## src/rtl/pipe_ctrl_pkg.sv

```systemverilog
// Shared constants and types for the in-order pipeline sequencing controller.
// The highest-set-bit encoder resolves the oldest stall and flush requester.
package pipe_ctrl_pkg;
  localparam int MAX_STAGES = 8;
  localparam int IDX_W      = 3;

  localparam int STG_IF  = 0;
  localparam int STG_ID  = 1;
  localparam int STG_EXE = 2;

  typedef struct packed {
    logic             hit;
    logic [IDX_W-1:0] idx;
  } stage_sel_t;

  typedef struct packed {
    logic [MAX_STAGES-1:0] stall;
    logic [MAX_STAGES-1:0] flush;
  } hazard_req_t;

  // Older stages carry higher indices, so the highest set bit wins.
  function automatic stage_sel_t highest_set(input logic [MAX_STAGES-1:0] v);
    stage_sel_t r;
    r = '0;
    for (int i = 0; i < MAX_STAGES; i++) begin
      if (v[i]) begin
        r.hit = 1'b1;
        r.idx = IDX_W'(i);
      end
    end
    return r;
  endfunction
endpackage

```

## src/rtl/sat_counter.sv

```systemverilog
// Counter with a clear that takes effect before the increment in the same cycle,
// so clr && inc restarts the count at one. Optional saturation at all ones.
module sat_counter #(
  parameter int W   = 16,
  parameter bit SAT = 1'b1
) (
  input  logic         clk,
  input  logic         clr,
  input  logic         inc,
  output logic [W-1:0] cnt
);
  logic [W-1:0] base;

  always_comb begin
    base = clr ? '0 : cnt;
  end

  always_ff @(posedge clk) begin
    if (inc && !(SAT && (&base))) cnt <= base + W'(1);
    else                          cnt <= base;
  end
endmodule

```

## src/rtl/pipeline_hazard_ctrl.sv

```systemverilog
// Stage enable / valid sequencer for an N-stage in-order pipeline with stall,
// flush, a saturating stall-cycle counter and a sticky stall watchdog.
module pipeline_hazard_ctrl
  import pipe_ctrl_pkg::*;
#(
  parameter int STAGES  = 3,
  parameter int CNT_W   = 16,
  parameter int TIMEOUT = 64
) (
  input  logic              clk,
  input  logic              reset,
  input  logic              ena,
  input  logic [STAGES-1:0] stall_req,
  input  logic [STAGES-1:0] flush_req,
  output logic [STAGES-1:0] stage_ena,
  output logic [STAGES-1:0] stage_valid,
  output logic [CNT_W-1:0]  stall_cycles,
  output logic              stall_timeout
);
  localparam int RUN_W = $clog2(TIMEOUT + 2);

  hazard_req_t       req;
  stage_sel_t        s_sel, f_sel, prev_s;
  logic              run, flush_hon, same_s, to_hit;
  logic [STAGES-1:0] valid_nxt;
  logic [RUN_W-1:0]  run_cnt, run_base;

  assign req.stall = MAX_STAGES'(stall_req);
  assign req.flush = MAX_STAGES'(flush_req);
  assign s_sel     = highest_set(req.stall);
  assign f_sel     = highest_set(req.flush);
  assign run       = ena && !reset;
  // A flush at or below the oldest stall is dropped, not deferred.
  assign flush_hon = f_sel.hit && (!s_sel.hit || (f_sel.idx > s_sel.idx));

  for (genvar k = 0; k < STAGES; k++) begin : g_stage
    logic above_s;
    assign above_s      = !s_sel.hit || (IDX_W'(k) > s_sel.idx);
    assign stage_ena[k] = run && above_s;
    if (k == 0) begin : g_fetch
      assign valid_nxt[k] = 1'b1;
    end else begin : g_reg
      logic bubble, killed;
      assign bubble       = s_sel.hit && (s_sel.idx == IDX_W'(k - 1));
      assign killed       = flush_hon && (IDX_W'(k) <= f_sel.idx);
      assign valid_nxt[k] = !killed &&
                            (above_s ? (!bubble && stage_valid[k-1]) : stage_valid[k]);
    end
  end

  always_ff @(posedge clk) begin
    if (reset)    stage_valid <= '0;
    else if (ena) stage_valid <= valid_nxt;
  end

  sat_counter #(.W(CNT_W), .SAT(1'b1)) u_stall_cnt (
    .clk (clk),
    .clr (reset),
    .inc (run && s_sel.hit),
    .cnt (stall_cycles)
  );

  // Run length restarts whenever the oldest stalling stage changes.
  always_ff @(posedge clk) begin
    if (reset)    prev_s <= '0;
    else if (ena) prev_s <= s_sel;
  end

  assign same_s   = prev_s.hit && (prev_s == s_sel);
  assign run_base = same_s ? run_cnt : '0;

  sat_counter #(.W(RUN_W), .SAT(1'b1)) u_run_cnt (
    .clk (clk),
    .clr (reset || (run && !same_s)),
    .inc (run && s_sel.hit),
    .cnt (run_cnt)
  );

  // The current cycle is stalled cycle number run_base+1 on this stage.
  assign to_hit = run && s_sel.hit && (int'(run_base) >= TIMEOUT - 1);

  always_ff @(posedge clk) begin
    if (reset)                         stall_timeout <= 1'b0;
    else if ((TIMEOUT != 0) && to_hit) stall_timeout <= 1'b1;
  end
endmodule

```

## config.mk

```make
export PLATFORM = sky130hd
export DESIGN_NAME = pipeline_hazard_ctrl
export DESIGN_NICKNAME = d
export VERILOG_FILES = /design/src/rtl/pipe_ctrl_pkg.sv /design/src/rtl/sat_counter.sv /design/src/rtl/pipeline_hazard_ctrl.sv
export SDC_FILE = /design/constraint.sdc
export NUM_CORES = 1
export LEC_CHECK = 0
export ABC_AREA = 1
export BUFFER_PORTS_ARGS = -buffer_cell sky130_fd_sc_hd__buf_2
export CORE_MARGIN = 2
export CORE_UTILIZATION = 25
export DETAILED_ROUTE_END_ITERATION = 12
export PLACE_DENSITY = 0.46
export SLEW_MARGIN = 10
export SYNTH_ARGS = -nofsm -noshare
export SYNTH_HDL_FRONTEND = slang
export SYNTH_SLANG_ARGS = --single-unit
```

## constraint.sdc

```tcl
create_clock -name clk -period 2.2 [get_ports clk]
set_clock_uncertainty 0.05 [all_clocks]
set_input_delay 0.11 -clock clk [delete_from_list [all_inputs] [get_ports clk]]
set_output_delay 0.11 -clock clk [all_outputs]
set_load 0.05 [all_outputs]
```

======== Word-level counts from Yosys, hierarchy flattened ========
Cells that the tools add are included.
operators by class
  magnitude comparators ................... 7
  mux-type cells .......................... 13
  reduce and logical (&&, ||, !) cells .... 36
  eq/ne operators ......................... 2
  $add $sub $neg .......................... 2
operators by type and width
  cell                                                                count
  two-way mux 16 bit                                                  2
  two-way mux 4 bit                                                   6
  two-way mux 7 bit                                                   3
  logical AND 1 bit                                                   19
  adder 16 x 1 -> 16 bit (second input constant)                      1
  AND reduction 16 bit                                                1
  zero test 1 bit                                                     9
  adder 7 x 1 -> 7 bit (second input constant)                        1
  greater-or-equal comparator 7 x 6 -> 1 bit (second input constant)  1
  AND reduction 7 bit                                                 1
  greater-than comparator 1 x 3 -> 1 bit (first input constant)       2
  logical OR 1 bit                                                    5
  equality test 4 bit                                                 1
  equality test 3 x 1 -> 1 bit (second input constant)                1
  greater-than comparator 2 x 3 -> 1 bit (first input constant)       1
  greater-than comparator 3 bit                                       1
  <= comparator 1 x 3 -> 1 bit (first input constant)                 1
  <= comparator 2 x 3 -> 1 bit (first input constant)                 1
  zero test 3 bit                                                     1
  two-way mux 1 bit                                                   2
word-level totals
  output and inout bits ................... 23
  word-level logic and storage cells ...... 66
  register bits ........................... 31

======== Depth between registers and ports, before layout ========
Gate-level depths: netlist (run 1).
  depth after elaboration ................. 13
  mapped depth ............................ 16
  depth with buffers taken out ............ 16

======== Hierarchy ========
From an unflattened synthesis (run 1), not the netlist that was laid out.
unflattened totals
  cell total of the unflattened synthesis .. 321
  area total of the unflattened synthesis .. 2059.5 um^2
by module, submodules not included
  module                      cells an instance  instances  area an instance (um^2)
  sat_counter at u_stall_cnt  185                1          1129.8
  pipeline_hazard_ctrl        73                 1          469.2
  sat_counter at u_run_cnt    63                 1          460.4

======== Least setup slack after synthesis (run 1) ========
OpenSTA, ideal clock, no wires.
  path kind ............................... reg2reg
  start ................................... register u_stall_cnt.cnt[0]
  end ..................................... register u_stall_cnt.cnt[3]
  path slack .............................. -43 ps
  setup time .............................. 122 ps
  cell stages (with the launch flop) ...... 12
  arrival time ............................ 2071 ps
  path buffers ............................ 0
  clock period less this slack ............ 2243 ps
  cells stage by stage .................... dfxtp_1 -> inv_1 -> nor2_4 -> ha_1 -> inv_2 -> nor3_4 -> nand3_2 -> nor3b_2 -> nand2_1 -> nand2_2 -> nor2_1 -> xor2_1
on the way
  longest elaborated chain between the ends .. 5
  elaborated cells on any way between the ends .. 6
  classes of those cells .................. 1 x add/sub; 2 x mux; 3 x reduce/logical
ends and longest elaborated chain
  item                                                                            RTL line           RTL
  start, declared                                                                 sat_counter.sv:10  output logic [W-1:0] cnt
  start signal, assigned                                                          sat_counter.sv:19  if (inc && !(SAT && (&base))) cnt <= base + W'(1);
  start signal, assigned                                                          sat_counter.sv:20  else cnt <= base;
  two-way mux 16 bit *                                                            sat_counter.sv:15  base = clr ? '0 : cnt;
  parallel branches: the longest is 3 deep, another holds adder 16 x 1 -> 16 bit  -
  two-way mux 16 bit *                                                            sat_counter.sv:19
Mark *: on every way between the ends.
A chain may end at the register's enable or synchronous reset.

======== Worst setup path in the final report (run 1) ========
  start ................................... register u_stall_cnt.cnt[1]
  end ..................................... register u_stall_cnt.cnt[6]
Same word-level chain as after synthesis.

==> impl_metrics.yaml, run 1 <==
timing:
  hold_viol: 0
  fin_crit_sh_pct: 90.0
  drv_slew: 0
  worst_pin_slew_ns: 0.630
  finalSetupTns_ns: 0
  rsz0062_at_grt: "no"
  fmax_mhz: 505
  period_needed_ns: 1.98
  max_slew_margin_pct: 58.0
  setup-violations-final: 0
detailed_routing:
  wl_per_cell_um: 10.2
  drtIter0Drc: 56
  routed_wl_mm: 4.12
  drcViolationCount: 0
  via_per_inst: 4.09
  vias: 1643
  drtPass1Iterations: 4
  ant_nets: 0
pwr:
  p_leak_nw: 1.03
  vdd_drop_max_mv: 0.173
  p_per_area_nw_per_um2: 549
synthesis:
  ys_ff_latch: 30
  synthTopCellsByArea: "dfxtp_1 33%, nand2_1 14%, inv_1 7.2%, xor2_1 7.2%, nor2_1 6.0%"
  ys_async_sr_fraction_pct: 0
  yosysSeqAreaShare_pct: 32.9
  synth_cell_types: 31
  syn_nets: 274
  netlist_instances: 261
  synth_edf_count: 0
  synth_top_area_cell: "dfxtp_1"
  synth_most_common_cell: "nand2_1"
  synth_area_um2: 1820
  yosysWarnings: 0
  synth_ff_type: "dfxtp_1"
  synth_commonest_cells: "67 x nand2_1, 35 x inv_1, 30 x dfxtp_1"
  yosys.area.top_type_share_pct: 32.9
  synth.avg_cell_area_um2: 6.99
grt:
  grt_pass1_wl_mm: 7.09
  overflow: 0
  grt_usage_pct: 11.6
  grt_max_degree: 14
  antenna_found_initial: 0
  grt_pass1_vias: 1587
worst_setup_path:
  crit_family: "simple AND/OR/NAND/NOR gates"
  end_kind: "register"
  startpoint: "u_stall_cnt.cnt[1]"
  path_buf_inv: 2
  r2r-start: "u_stall_cnt.cnt[1]"
  cpPeakStageDelay_ns: 0.34
  endpoint: "u_stall_cnt.cnt[6]"
  reg2reg_slack_ns: 0.22
  cp_max_fo: 10
  crit_type: "register to register"
  critical_path.most_common_cell: "nor2_1"
  crit_chain: "inv_1 > nor2_1 > ha_1 > inv_2 > nor3_4 > nand3_2 > nor3b_4 > nand2_1 > nand2_4 > nor2_1 > xor2_1"
  startpoint_type: "register"
  r2r_end: "u_stall_cnt.cnt[6]"
  required_ns: 2.32
  path_depth: 11
  slowest_stage: "dfxtp_2"
  crit_arrival_ns: 2.10
  r2r_cells: 11
die:
  initial_core_util_pct: 25.4
  fp-row-count: 31
  core-area_um2: 7180
  die-area_um2: 8000
  io_pins: 32
  die_height_um: 89.4
  fp.dieW_um: 89.4
place:
  port_buffers: 30
  place_inst: 392
  place_congestion: 0.806
  place_area_um2: 2110
  dpl.hpwl_mm: 3.10
clocking:
  clock-sinks: 30
  clockBufferDepth: 2
  ctsHoldBuffers: 0
  root_buffer: "clkbuf_8"
  clkLatencyLatePin_ns: 0.29
  numCtsBuffers: 5
  cts.clk_slew.worst_paths_ns: 0.07
  cts_tree: "built"
  htreeDepth: 2
run_status:
  status: "finished clean"
flow_run:
  drv_cap: 0
min_path:
  hp-class: "input port to register"
cells_and_area:
  fillers: 800
  fin_cells: 402
  antenna_cells: 0
  drive_above_1_share_pct: 28.7
  nets: 315
  synthToLayoutAreaGrowth_pct: 24.3
  fin_area_um2: 2270
==> cell usage in the layout (no fill, tap or decap), drive strengths merged <==
master and count:
a21oi 7, a31o 1, buf 38, clkbuf 8
clkinv 1, dfxtp 30, ha 4, inv 42
nand2 75, nand3 17, nand4 5, nor2 38
nor3 6, nor3b 1, nor4 2, o21ai 9
o22ai 1, xnor2 3, xor2 15
==> final cells by class <==
type | instances | area (µm²) | share of cell area, %
flip-flops and latches | 30 | 603 | 26.6
clock buffers | 8 | 110 | 4.86
well taps | 99 | 124 | 5.46
repair buffers | 38 | 210 | 9.27
inverters | 43 | 161 | 7.12
multi-input cells | 184 | 1060 | 46.7
==> worst min path at each step <==
stage / cells after the start / to / start
2_1_floorplan: 1 / prev_s[0] / ena
3_3_place_gp: 3 / prev_s[0] / stall_req[1]
3_5_place_dp: 3 / prev_s[0] / stall_req[1]
4_1_cts: 3 / prev_s[0] / stall_req[1]
5_1_grt: 3 / prev_s[0] / stall_req[1]
6_report: 3 / prev_s[0] / stall_req[1]
==> stage by stage <==
stage | worst slack (ns) | utilization, % | total power [mW] | hold slack (ns)
floorplan | 0.106 | - | 0.676 | 0.150
CTS | 0.0886 | 31.0 | 1.26 | 0.0754
detailed placement | 0.102 | 29.5 | 0.716 | 0.380
finish | 0.221 | 31.6 | 1.24 | 0.0820
global placement | 0.138 | 29.5 | 0.714 | 0.373
global route | 0.00678 | 31.6 | 1.30 | 0.101
==> kinds of logic (layout without fill, tap and decap cells) <==
logic type / count (synthesis) / after routing / share of synthesized area, %
and+or+nand+nor: 144 / 144 / 39.6
buffers and inverters: 47 / 89 / 10.6
DFF: 30 / 30 / 32.9
AOI/OAI and AO/OA: 18 / 18 / 5.42
xor gates and xnor gates: 18 / 18 / 8.64
adders and majority gates: 4 / 4 / 2.74
==> where the power goes <==
group          switching, mW  leakage [nW]  internal, mW
sequential           0.00596         0.244         0.555
combinational          0.102         0.732        0.0428
clock                  0.222        0.0575         0.316
total                  0.331          1.03         0.914
==> registers in the layout, summed over array words and instances, names as in the netlist <==
name,cells
u_run_cnt.cnt,7
stall_timeout,1
u_stall_cnt.cnt,16
prev_s,3
stage_valid,3
==> routing by layer <==
layer	vias up	global-route usage (%)	part of all wire, %	wire [µm]
met2	31	18.3	43	1780
li1	890	-	-	-
met4	0	5.29	2.2	89
met3	7	2.95	3.6	150
met1	715	14.7	51	2090
met5	-	0	0	0
==> worst register-to-register path, stage by stage, from the launching register on <==
cell and delay (ns):
dfxtp_2 0.34, inv_1 0.05, nor2_1 0.13, ha_1 0.19
inv_2 0.05, nor3_4 0.20, nand3_2 0.13, nor3b_4 0.26
nand2_1 0.13, nand2_4 0.14, nor2_1 0.08, xor2_1 0.14
==> what timing repair did <==
| action | CTS | global route |
|---|---|---|
| setup endpoints to repair | 0 | 13 |
| gates resized for setup | 0 | 7 |
| setup buffers | 0 | 2 |
Power figures use the tool's default switching activity.
==> run 2, diff against run 1 <==
- SYNTH_HIERARCHICAL: unset -> 1
==> run 2 against run 1 <==
- global-route usage grew 0.35 points
- hold slack worse by 0.061 ns
- largest cell class unchanged
- synthesized cell count rose by 23%
- via count is 22% higher
- design area increased by 8.9%
- largest power group unchanged
- combinational power barely moved
==> impl_metrics.yaml, run 2 <==
synthesis:
  synth_compound_gate_area_share_pct: 6.44
  synth_top_area_cell: "dfxtp_1"
  yosysSeqAreaShare_pct: 29.2
  synthMuxAreaShare_pct: 0
  synth.avg_cell_area_um2: 6.42
  synth_simple_gate_area_share_pct: 51.5
  ys_ff_latch: 30
  syn_nets: 333
  synth_area_um2: 2060
  ys_async_sr_fraction_pct: 0
  synthTopCellsByArea: "dfxtp_1 29%, nand2_1 21%, inv_1 8.0%, nor2_1 5.1%, nor2_2 4.9%"
  yosys.area.top_type_share_pct: 29.2
  synth_top_family_by_area: "simple AND/OR/NAND/NOR gates"
  synth_edf_count: 0
  netlist_instances: 321
  synthXorXnorAreaFrac_pct: 0.851
  synth_cell_types: 31
  yosysWarnings: 6
  synth_commonest_cells: "113 x nand2_1, 44 x inv_1, 30 x dfxtp_1"
  synth_ff_type: "dfxtp_1"
  synth_most_common_cell: "nand2_1"
  yosys.area_share.adder_pct: 1.82
detailed_routing:
  drcViolationCount: 0
  routed_wl_mm: 4.98
  vias: 2008
  ant_nets: 0
  drtIter0Drc: 37
  drtPass1Iterations: 4
  wl_per_cell_um: 10.6
  via_per_inst: 4.28
cells_and_area:
  nets: 375
  top_register: "u_stall_cnt/cnt"
  layout_commonest_cell: "nand2_1"
  layout_common_cells: "113 x nand2_1, 44 x inv_1, 30 x buf_2, 30 x dfxtp_1, 28 x nor2_1"
  drive_above_1_share_pct: 25.5
  antenna_cells: 0
  top_regs: "u_stall_cnt/cnt x16, u_run_cnt/cnt x7"
  fillers: 940
  multiInputGateArea_um2: 1250
  seq_area_um2: 601
  synthToLayoutAreaGrowth_pct: 19.9
  largest_reg_flops: 16
min_path:
  hp-class: "input port to register"
timing:
  period_needed_ns: 2.04
  drv_slew: 0
  setup-violations-final: 0
  worst_pin_slew_ns: 0.364
  finalSetupTns_ns: 0
  fmax_mhz: 490
  rsz0062_at_grt: "no"
  fin_crit_sh_pct: 92.7
  max_slew_margin_pct: 75.7
  hold_viol: 0
place:
  place_congestion: 0.833
  dpl.hpwl_mm: 3.90
  port_buffers: 30
die:
  fp-row-count: 33
  die-area_um2: 8980
  core-area_um2: 8090
  die_height_um: 94.8
  fp.dieW_um: 94.8
  io_pins: 32
  initial_core_util_pct: 25.4
clocking:
  clockBufferDepth: 2
  cts_tree: "built"
  clkLatencyLatePin_ns: 0.29
  cts.clk_slew.worst_paths_ns: 0.07
  htreeDepth: 2
  clock-sinks: 30
  numCtsBuffers: 5
  root_buffer: "clkbuf_8"
pwr:
  p_total_mw: 1.19
  vdd_drop_max_mv: 0.223
  p_leak_nw: 1.15
  p_per_area_nw_per_um2: 482
grt:
  grt_pass1_vias: 1902
  overflow: 0
  grt_pass1_wl_mm: 8.56
  antenna_found_initial: 0
  grt_usage_pct: 11.9
  grt_max_degree: 19
worst_setup_path:
  cp_max_fo: 5
  required_ns: 2.33
  crit_family: "simple AND/OR/NAND/NOR gates"
  startpoint_type: "register"
  crit_chain: "inv_1 > a21oi_1 > nand3_2 > nor2_2 > o21ai_0 > buf_4 > nor2_1 > ha_1 > nand4_4 > nor2_2 > nor2_4 > nand2_1 > nand2_1"
  end_kind: "register"
  cpPeakStageDelay_ns: 0.34
  slowest_stage: "dfxtp_1"
  crit_type: "register to register"
  crit_arrival_ns: 2.17
  path_buf_inv: 2
flow_run:
  drv_cap: 0
run_status:
  status: "finished clean"
run 2: through the flow:
step | utilization, % | worst slack (ns) | instances | cell area, µm² | hold WS, ns
3_5_place_dp | 29.2 | 0.182 | 460 | 2360 | 0.310
5_1_grt | 30.5 | 0.0126 | 469 | 2470 | 0.0266
6_report | 30.5 | 0.161 | 469 | 2470 | 0.0209
3_3_place_gp | 29.2 | 0.199 | 460 | 2360 | 0.306
2_1_floorplan | - | 0.211 | 321 | 2060 | 0.122
4_1_cts | 30.5 | 0.147 | 469 | 2470 | 0.00835
run 2: worst register-to-register path, cell delays in order (launching register included):
cell and delay [ns]:
dfxtp_1 0.34, inv_1 0.05, a21oi_1 0.14, nand3_2 0.09, nor2_2 0.10, o21ai_0 0.08
buf_4 0.17, nor2_1 0.15, ha_1 0.28, nand4_4 0.14, nor2_2 0.17, nor2_4 0.07
nand2_1 0.07, nand2_1 0.05
run 2: final timing paths:
path,startpoint,depth (start not counted),endpoint,slack (ns)
max reg2reg,prev_s[1],13,u_run_cnt/cnt[5],0.16
min reg2reg,stall_timeout,2,stall_timeout,0.41
max,prev_s[1],13,u_run_cnt/cnt[5],0.16
min,ena,2,stage_valid[2],0.02
run 2: kinds of logic after synthesis:
kind of cell	count (synthesis)
flops	30
fa+ha+maj	3
xor+xnor	2
buf+inv	51
simple gates	214
compound gates	21
run 2: repair_timing:
action,CTS,global route
resized for setup,0,0
hold buffers,1,0
hold endpoints to repair,1,0
buffers inserted,0,0
run 2: power by group:
part,switching [mW],internal [mW],total [mW],leakage (nW)
Sequential,0.0100,0.553,0.564,0.243
Clock,0.233,0.251,0.484,0.0472
Combinational,0.0987,0.0437,0.142,0.863
Total,0.341,0.849,1.19,1.15
run 2: area by class of cell:
class / count / area share, %
multi-input combinational: 240 / 50.5
sequential: 30 / 24.3
timing repair buffer: 37 / 8.31
inverter: 49 / 7.65
tap: 105 / 5.32
clock buffer: 6 / 3.35
clock inverter: 2 / 0.507
run 2: layer usage:
metal / wire, µm / up-vias / global-route usage (%) / share of wire (%)
li1: - / 1088 / - / -
met1: 2380 / 886 / 14.7 / 48
met2: 2360 / 29 / 20.8 / 47
met3: 186 / 5 / 2.47 / 3.7
met4: 49 / 0 / 3.62 / 0.98
met5: 0 / - / 0 / 0
==> run 3, diff against run 2 <==
- ABC_CLOCK_PERIOD_IN_PS: unset -> 2200
- REMOVE_ABC_BUFFERS: unset -> 1
==> run 3 against run 2 <==
- cell count is 0.21% lower
- setup slack better by 0.087 ns
- die area stayed put
- core utilization is 0.74 points higher
- sequential share of layout area is 0.58 points lower
- critical path depth is 2 higher
- power is 19% higher
- non-clock buffer count is 1 lower
- via count is 2.2% higher
- critical path type unchanged
- wire length is 5.1% higher
- largest cell class unchanged
- flip-flop and latch count stayed put
==> impl_metrics.yaml, run 3 (synthesis results as in run 2) <==
grt:
  grt_pass1_wl_mm: 8.83
  grt-busiest-layer: "met2"
  antenna_found_initial: 0
  grt_pass1_vias: 1939
  grt_max_degree: 19
  grt_use_met2_pct: 21.0
  grtUsageMet3_pct: 2.63
  use_met1_pct: 15.8
  overflow: 0
  grt_usage_pct: 12.4
detailed_routing:
  vias: 2052
  wl_per_cell_um: 11.2
  routed_wl_mm: 5.23
  drcViolationCount: 0
  ant_nets: 0
  via_per_inst: 4.38
  drtIter0Drc: 83
  drtPass1Iterations: 4
clocking:
  post_cts_buffers: 0
  htreeDepth: 2
  clkLatencyLatePin_ns: 0.28
  root_buffer: "clkbuf_8"
  clockBufferDepth: 2
  cts_tree: "built"
  numCtsBuffers: 5
  clock-sinks: 30
  cts.clk_slew.worst_paths_ns: 0.07
timing:
  setup-violations-final: 0
  fin_crit_sh_pct: 88.7
  rsz0062_at_grt: "no"
  drv_slew: 0
  worst_pin_slew_ns: 0.432
  fmax_mhz: 512
  period_needed_ns: 1.95
  finalSetupTns_ns: 0
  max_slew_margin_pct: 71.2
  hold_viol: 0
cells_and_area:
  nets: 374
  top_regs: "u_stall_cnt/cnt x16, u_run_cnt/cnt x7"
  largest_reg_flops: 16
  layout_common_cells: "113 x nand2_1, 44 x inv_1, 30 x buf_2, 30 x dfxtp_1, 27 x nor2_1"
  top_register: "u_stall_cnt/cnt"
  synthToLayoutAreaGrowth_pct: 22.8
  final_util_pct: 31.2
  drive_above_1_share_pct: 25.9
  antenna_cells: 0
  layout_commonest_cell: "nand2_1"
worst_setup_path:
  required_ns: 2.34
  end_kind: "register"
  startpoint_type: "register"
  crit_arrival_ns: 2.09
  cp_max_fo: 5
  crit_type: "register to register"
die:
  initial_core_util_pct: 25.4
  fp-row-count: 33
  io_pins: 32
  die_height_um: 94.8
  fp.dieW_um: 94.8
  die-area_um2: 8980
  core-area_um2: 8090
pwr:
  vdd_drop_max_mv: 0.254
  p_per_area_nw_per_um2: 561
  p_leak_nw: 1.17
place:
  place_congestion: 0.798
  port_buffers: 30
  dpl.hpwl_mm: 3.98
flow_run:
  drv_cap: 0
min_path:
  hp-class: "input port to register"
run_status:
  status: "finished clean"
[run 3: changes by cell type in the layout (fill, tap and decap cells not counted), sizes merged]
| cell | change |
|---|---|
| bufinv | +2 |
| clkinvlp | -1 |
| clkinv | -1 |
| buf | -1 |
[run 3: per-stage QoR]
stage	worst slack, ns	power [mW]	hold WS, ns	instances	instance area [µm²]
6_report	0.248	1.42	0.0204	468	2530
4_1_cts	0.134	1.45	0.0101	468	2510
3_3_place_gp	0.190	0.719	0.306	459	2360
2_1_floorplan	0.211	0.667	0.122	319	2040
5_1_grt	0.0251	1.48	0.0260	468	2530
3_5_place_dp	0.167	0.720	0.300	459	2360
[run 3: cell type report]
cell class / instances / area [µm²]
clock buffers: 6 / 82.6
clock inverters: 2 / 60.1
fillers: 954 / 5560
inverters: 49 / 189
multi-input cells: 240 / 1270
flip-flops and latches: 30 / 601
well taps: 105 / 131
repair buffers: 36 / 198
[run 3: timing repair]
action | CTS | global route
resized for setup | 0 | 4
endpoints found under the setup margin | 0 | 6
hold buffers | 1 | 0
hold endpoints to repair | 1 | 0
[run 3: critical path: stages (launching register included)]
cell and delay, ns:
dfxtp_1 0.34, inv_1 0.06, a21oi_1 0.14, nand3_2 0.08
nor2_2 0.10, o21ai_0 0.08, buf_4 0.17, inv_4 0.05
nand2_1 0.05, inv_1 0.12, ha_4 0.18, nand4_4 0.14
nor2_4 0.15, nor2_4 0.06, nand2_1 0.06, nand2_1 0.04
[run 3: report_power, final]
group	internal (mW)	switching, mW	total, mW	leakage (nW)
Sequential	0.553	0.00962	0.563	0.243
Clock	0.483	0.228	0.711	0.0714
Combinational	0.0430	0.101	0.144	0.856
Total	1.08	0.339	1.42	1.17
[run 3: per-layer routing]
| metal | vias up | wire, µm | part of all wire [%] |
|---|---|---|---|
| met5 | - | 0 | 0 |
| met4 | 0 | 33 | 0.63 |
| met3 | 2 | 239 | 4.6 |
| met2 | 38 | 2410 | 46 |
| met1 | 929 | 2550 | 49 |
| li1 | 1083 | - | - |
[run 3: worst paths after layout]
path / depth (start not counted) / slack [ns] / startpoint / end
min reg2reg: 2 / 0.42 / stall_timeout / stall_timeout
max reg2reg: 15 / 0.25 / prev_s[1] / u_run_cnt/cnt[5]
min: 2 / 0.02 / ena / stage_valid[2]
max: 15 / 0.25 / prev_s[1] / u_run_cnt/cnt[5]
